<file path="config.mk">
export PLATFORM = sky130hd
export DESIGN_NAME = spi_slave_fifo_bridge
export DESIGN_NICKNAME = d
export VERILOG_FILES = /design/src/rtl/spi_slave_fifo_bridge.sv
export SDC_FILE = /design/constraint.sdc
export NUM_CORES = 1
export LEC_CHECK = 0
export ABC_AREA = 0
export CAP_MARGIN = 20
export CELL_PAD_IN_SITES_DETAIL_PLACEMENT = 0
export CELL_PAD_IN_SITES_GLOBAL_PLACEMENT = 2
export CORE_MARGIN = 2
export CORE_UTILIZATION = 41
export CTS_BUF_LIST = sky130_fd_sc_hd__clkbuf_4
export DETAILED_ROUTE_END_ITERATION = 16
export GPL_ROUTABILITY_DRIVEN = 0
export PLACE_DENSITY = 0.92
export SKIP_CTS_REPAIR_TIMING = 1
export SYNTH_ARGS = -nofsm -noshare
export SYNTH_HDL_FRONTEND = slang
export SYNTH_SLANG_ARGS = --single-unit
</file>
<file path="constraint.sdc">
create_clock -name Clk -period 2.5 [get_ports Clk]
set_input_delay 0.375 -clock Clk [delete_from_list [all_inputs] [get_ports Clk]]
set_output_delay 0.375 -clock Clk [all_outputs]
set_load 0.03 [all_outputs]
</file>
<file path="src/rtl/spi_slave_fifo_bridge.sv">
// Bridges spi_slave receive/transmit words to host-side RX and TX FIFOs.
// It also keeps sticky overflow/underrun flags and occupancy counts for software.
module spi_slave_fifo_bridge #(
   parameter int                    DATA_WIDTH = 8,
   parameter int                    DEPTH      = 4,
   parameter logic [DATA_WIDTH-1:0] FILL_WORD  = 8'hFF
) (
   input  logic                        Clk,
   input  logic                        Rst,
   input  logic                        SS,
   input  logic                        Done,
   input  logic [DATA_WIDTH-1:0]       RxData,
   output logic [DATA_WIDTH-1:0]       TxData,
   output logic [DATA_WIDTH-1:0]       RxRdData,
   output logic                        RxRdValid,
   input  logic                        RxRdReady,
   input  logic [DATA_WIDTH-1:0]       TxWrData,
   input  logic                        TxWrValid,
   output logic                        TxWrReady,
   output logic [$clog2(DEPTH):0]      RxCount,
   output logic [$clog2(DEPTH):0]      TxCount,
   output logic                        RxOverflow,
   output logic                        TxUnderrun,
   input  logic                        ClrFlags
);

   localparam int AW = $clog2(DEPTH);
   localparam int CW = AW + 1;
   localparam logic [CW-1:0] FULL_CNT = CW'(DEPTH);
   localparam logic [CW-1:0] CNT_ONE  = CW'(1);
   localparam logic [AW-1:0] PTR_ONE  = AW'(1);

   logic                  done_q_r, ss_q_r;
   logic [DATA_WIDTH-1:0] rx_mem_r [DEPTH];
   logic [DATA_WIDTH-1:0] tx_mem_r [DEPTH];
   logic [AW-1:0]         rx_wr_ptr_r, rx_rd_ptr_r, tx_wr_ptr_r, tx_rd_ptr_r;
   logic [CW-1:0]         rx_count_r, tx_count_r;
   logic [DATA_WIDTH-1:0] tx_data_r;
   logic                  rx_ovf_r, tx_udr_r;

   logic rx_evt_s, frame_start_s, rx_full_s, tx_full_s, tx_empty_s;
   logic rx_pop_s, rx_push_s, rx_drop_s, tx_pop_s, tx_push_s, tx_udr_set_s;

   // Event decode; a pop can free the slot that a same-cycle push needs.
   always_comb begin
      rx_evt_s      = Done & ~done_q_r & ~SS;
      frame_start_s = ss_q_r & ~SS;
      rx_full_s     = (rx_count_r == FULL_CNT);
      tx_full_s     = (tx_count_r == FULL_CNT);
      tx_empty_s    = (tx_count_r == {CW{1'b0}});
      rx_pop_s      = (rx_count_r != {CW{1'b0}}) & RxRdReady;
      rx_push_s     = rx_evt_s & (~rx_full_s | rx_pop_s);
      rx_drop_s     = rx_evt_s & rx_full_s & ~rx_pop_s;
      tx_pop_s      = frame_start_s & ~tx_empty_s;
      tx_udr_set_s  = frame_start_s & tx_empty_s;
      tx_push_s     = TxWrValid & (~tx_full_s | tx_pop_s);
   end

   // Edge-detect history, sticky flags and the registered transmit word.
   always_ff @(posedge Clk) begin
      if (Rst) begin
         done_q_r  <= 1'b0;
         ss_q_r    <= 1'b1;
         rx_ovf_r  <= 1'b0;
         tx_udr_r  <= 1'b0;
         tx_data_r <= FILL_WORD;
      end else begin
         done_q_r  <= Done;
         ss_q_r    <= SS;
         rx_ovf_r  <= rx_drop_s | (rx_ovf_r & ~ClrFlags);
         tx_udr_r  <= tx_udr_set_s | (tx_udr_r & ~ClrFlags);
         tx_data_r <= tx_empty_s ? FILL_WORD : tx_mem_r[tx_rd_ptr_r];
      end
   end

   // RX FIFO pointers and occupancy.
   always_ff @(posedge Clk) begin
      if (Rst) begin
         rx_wr_ptr_r <= {AW{1'b0}};
         rx_rd_ptr_r <= {AW{1'b0}};
         rx_count_r  <= {CW{1'b0}};
      end else begin
         if (rx_push_s) begin
            rx_wr_ptr_r <= rx_wr_ptr_r + PTR_ONE;
         end
         if (rx_pop_s) begin
            rx_rd_ptr_r <= rx_rd_ptr_r + PTR_ONE;
         end
         case ({rx_push_s, rx_pop_s})
            2'b10:   rx_count_r <= rx_count_r + CNT_ONE;
            2'b01:   rx_count_r <= rx_count_r - CNT_ONE;
            default: rx_count_r <= rx_count_r;
         endcase
      end
   end

   // TX FIFO pointers and occupancy.
   always_ff @(posedge Clk) begin
      if (Rst) begin
         tx_wr_ptr_r <= {AW{1'b0}};
         tx_rd_ptr_r <= {AW{1'b0}};
         tx_count_r  <= {CW{1'b0}};
      end else begin
         if (tx_push_s) begin
            tx_wr_ptr_r <= tx_wr_ptr_r + PTR_ONE;
         end
         if (tx_pop_s) begin
            tx_rd_ptr_r <= tx_rd_ptr_r + PTR_ONE;
         end
         case ({tx_push_s, tx_pop_s})
            2'b10:   tx_count_r <= tx_count_r + CNT_ONE;
            2'b01:   tx_count_r <= tx_count_r - CNT_ONE;
            default: tx_count_r <= tx_count_r;
         endcase
      end
   end

   // Storage arrays carry no reset; validity is tracked by the counts.
   always_ff @(posedge Clk) begin
      if (rx_push_s) begin
         rx_mem_r[rx_wr_ptr_r] <= RxData;
      end
      if (tx_push_s) begin
         tx_mem_r[tx_wr_ptr_r] <= TxWrData;
      end
   end

   assign TxData     = tx_data_r;
   assign RxRdData   = rx_mem_r[rx_rd_ptr_r];
   assign RxRdValid  = (rx_count_r != {CW{1'b0}});
   assign TxWrReady  = ~tx_full_s;
   assign RxCount    = rx_count_r;
   assign TxCount    = tx_count_r;
   assign RxOverflow = rx_ovf_r;
   assign TxUnderrun = tx_udr_r;

endmodule

</file>
==> results.tsv <==
metric	value	unit
metal2 WL	3050	um
register area share after synthesis	0.685	
Max IR drop VDD	324	uV
Final Util	0.515	
worst path required time	2120	ps
max_cap viols	0	
first-pass GRT wire length	9700	um
Non-Filler Instances	400	
initial antenna violation count	0	
Period minus WS final	2350	ps
RSZ-0062 raised after global routing	false	
post-detail-place hpwl	4120	um
worst hold path class	register to register	
CTS root buf	clkbuf_4	
die extent in y	98.0	um
Critical Path Fanout Max	5	
Storage cell area	2480	um2
dpl cells	384	
TritonCTS clock tree	yes	
Final Cycle Share	0.940	
core region area	8640	um2
Initial Util	0.420	
final wirelength	5970	um
number of flops mapped to enable cells by yosys	64	
grt ovf	0	
CTS Sinks	92	
DR vias/cell	4.94	
Vias	1976	
Cell Rows	34	
Syn Area/Cell	16.1	um2
DR WL met3	233	um
Post-DP Area	4290	um2
post-route cell area	4450	um2
DRT met1 WL	2600	um
largest net degree at the start of global routing	28	
Yosys cell types	40	
pwr/cell area	901	nW/um2
first-pass detailed-route iteration total	4	
share of cells above drive strength 1	0.168	
FILL cells	738	
chip width	98.0	um
leakage	1.58	nW
CP Class	register to primary output	
multi-input logic area	1040	um2
Startpoint Class	register	
setup violators final	0	
Slew Limit Fails	0	
Max Freq	426	MHz
status	completed	
Post-synth top flop	edfxtp_1	
Setup TNS	0	ps
Syn Inst Count	225	
WHS	518	ps
Area growth, synth to finish	22.7	%
max layer used	met4	
clk_lat worst skew	430	ps
worst clock skew	26.9	ps
Arr. time, crit path	1970	ps
Mapped Area	3620	um2
ANT cells	0	
Post-route DRC	0	
total CTS buffers	9	
CTS max path bufs	2	
Post-synth ARST share	0	
Worst-Margin Slew	614	ps
H-tree levels	3	
Rel. slew slack	0.590	
die area	9610	um2
Routed wire per std cell	14.9	um
FF+latch count, synth	92	
final hold vios	0	
GRT Total Usage	0.130	
Routed Antenna Nets	0	
Ys Warns	0	
CP endpoint kind	primary output	
Top Ports	49	
Iteration-0 DRC Markers	46	
CTS clk-pin slew, worst paths	160	ps
vias in the first global route	2049	
Port Buf Inserts	48	
syn nets	260	
fin nets	322	
-- Yosys cell counts, types with 2 or more instances --
cell,number,share of area
edfxtp_1,64,0.53
dfxtp_1,28,0.15
mux4_2,16,0.099
nor2_1,16,0.017
inv_1,14,0.014
or3_1,13,0.022
ha_1,10,0.035
and2_1,8,0.014
a21oi_1,5,0.0069
clkbuf_1,5,0.0052
xor2_1,5,0.012
nand2_1,3,0.0031
nor2b_1,3,0.0052
o21ai_0,3,0.0041
buf_1,2,0.0021
buf_2,2,0.0028
fa_1,2,0.011
nand2b_1,2,0.0035
nor3_1,2,0.0028
nor3b_1,2,0.0041
-- routing by layer --
metal / GRT usage / up-vias
met1: 0.151 / 975
met4: 0.0545 / 0
met5: 0 / -
li1: - / 961
met2: 0.232 / 33
met3: 0.0308 / 7
-- report_power, final --
part           switching, mW  internal, mW
clock                  0.540         0.230
combinational          0.684         0.615
sequential             0.126          1.81
total                   1.35          2.66
-- layout by cell type (no fill, tap or decap), types with 3 or more instances in the layout --
master / netlist / layout
and2_1: 8 / 8
a21oi_1: 5 / 5
edfxtp_1: 64 / 64
ha_1: 10 / 10
nor2b_1: 3 / 3
clkdlybuf4s50_1: 0 / 40
mux4_2: 16 / 16
dlymetal6s2s_1: 0 / 8
nor2_1: 16 / 16
o21ai_0: 3 / 3
clkinvlp_4: 0 / 3
buf_4: 0 / 13
xor2_1: 5 / 5
inv_1: 14 / 14
clkbuf_4: 0 / 9
nand2_1: 3 / 3
or3_1: 13 / 13
dfxtp_1: 28 / 27
-- stage by stage --
| step | total power [mW] | setup WS [ps] |
|---|---|---|
| after floorplan | 2.80 | 23.1 |
| after global placement | 3.28 | -87.2 |
| after detailed placement | 3.30 | -120 |
| after CTS | 4.07 | -12.5 |
| after global routing | 4.24 | 30.9 |
| final | 4.01 | 150 |
-- state kept, by name, summed over array words and instances, names as in the netlist, 3 cells and up, named ones only --
register  cells
TxCount       3
RxCount       3
rx_mem_r     32
TxData        8
tx_mem_r     32
-- worst max-delay path, stage by stage (launching register included) --
cell and delay, ps:
dfxtp_1 380, or3b_1 410, buf_4 170, clkdlybuf4s50_1 590
-- logic make-up after synthesis --
kind of cell | synth area share
AO/OA/AOI/OAI | 0.0304
XOR/XNOR | 0.0145
adder cells (fa/ha/maj) | 0.0456
buffers and inverters | 0.0276
flip-flops | 0.685
multiplexers | 0.108
AND/OR/NAND/NOR | 0.0887
-- cell type report --
cell class	count	area share
timing repair buffer	61	0.134
inverter	14	0.0118
multi-input combinational	109	0.234
tap	108	0.0304
clock inverter	7	0.0157
sequential	92	0.558
clock buffer	9	0.0152
-- path summary, 6_finish.rpt --
| kind | from | endpoint | slack, ps | cells after the start |
|---|---|---|---|---|
| setup / recovery | TxCount[0]$_SDFFE_PP0P_ | TxWrReady | 150 | 3 |
| hold reg to reg | TxCount[2]$_SDFFE_PP0P_ | TxCount[2]$_SDFFE_PP0P_ | 520 | 2 |
| hold / removal | TxCount[2]$_SDFFE_PP0P_ | TxCount[2]$_SDFFE_PP0P_ | 520 | 2 |
| setup reg to reg | TxCount[0]$_SDFFE_PP0P_ | TxCount[2]$_SDFFE_PP0P_ | 200 | 9 |
(Power assumes the default switching activity.)
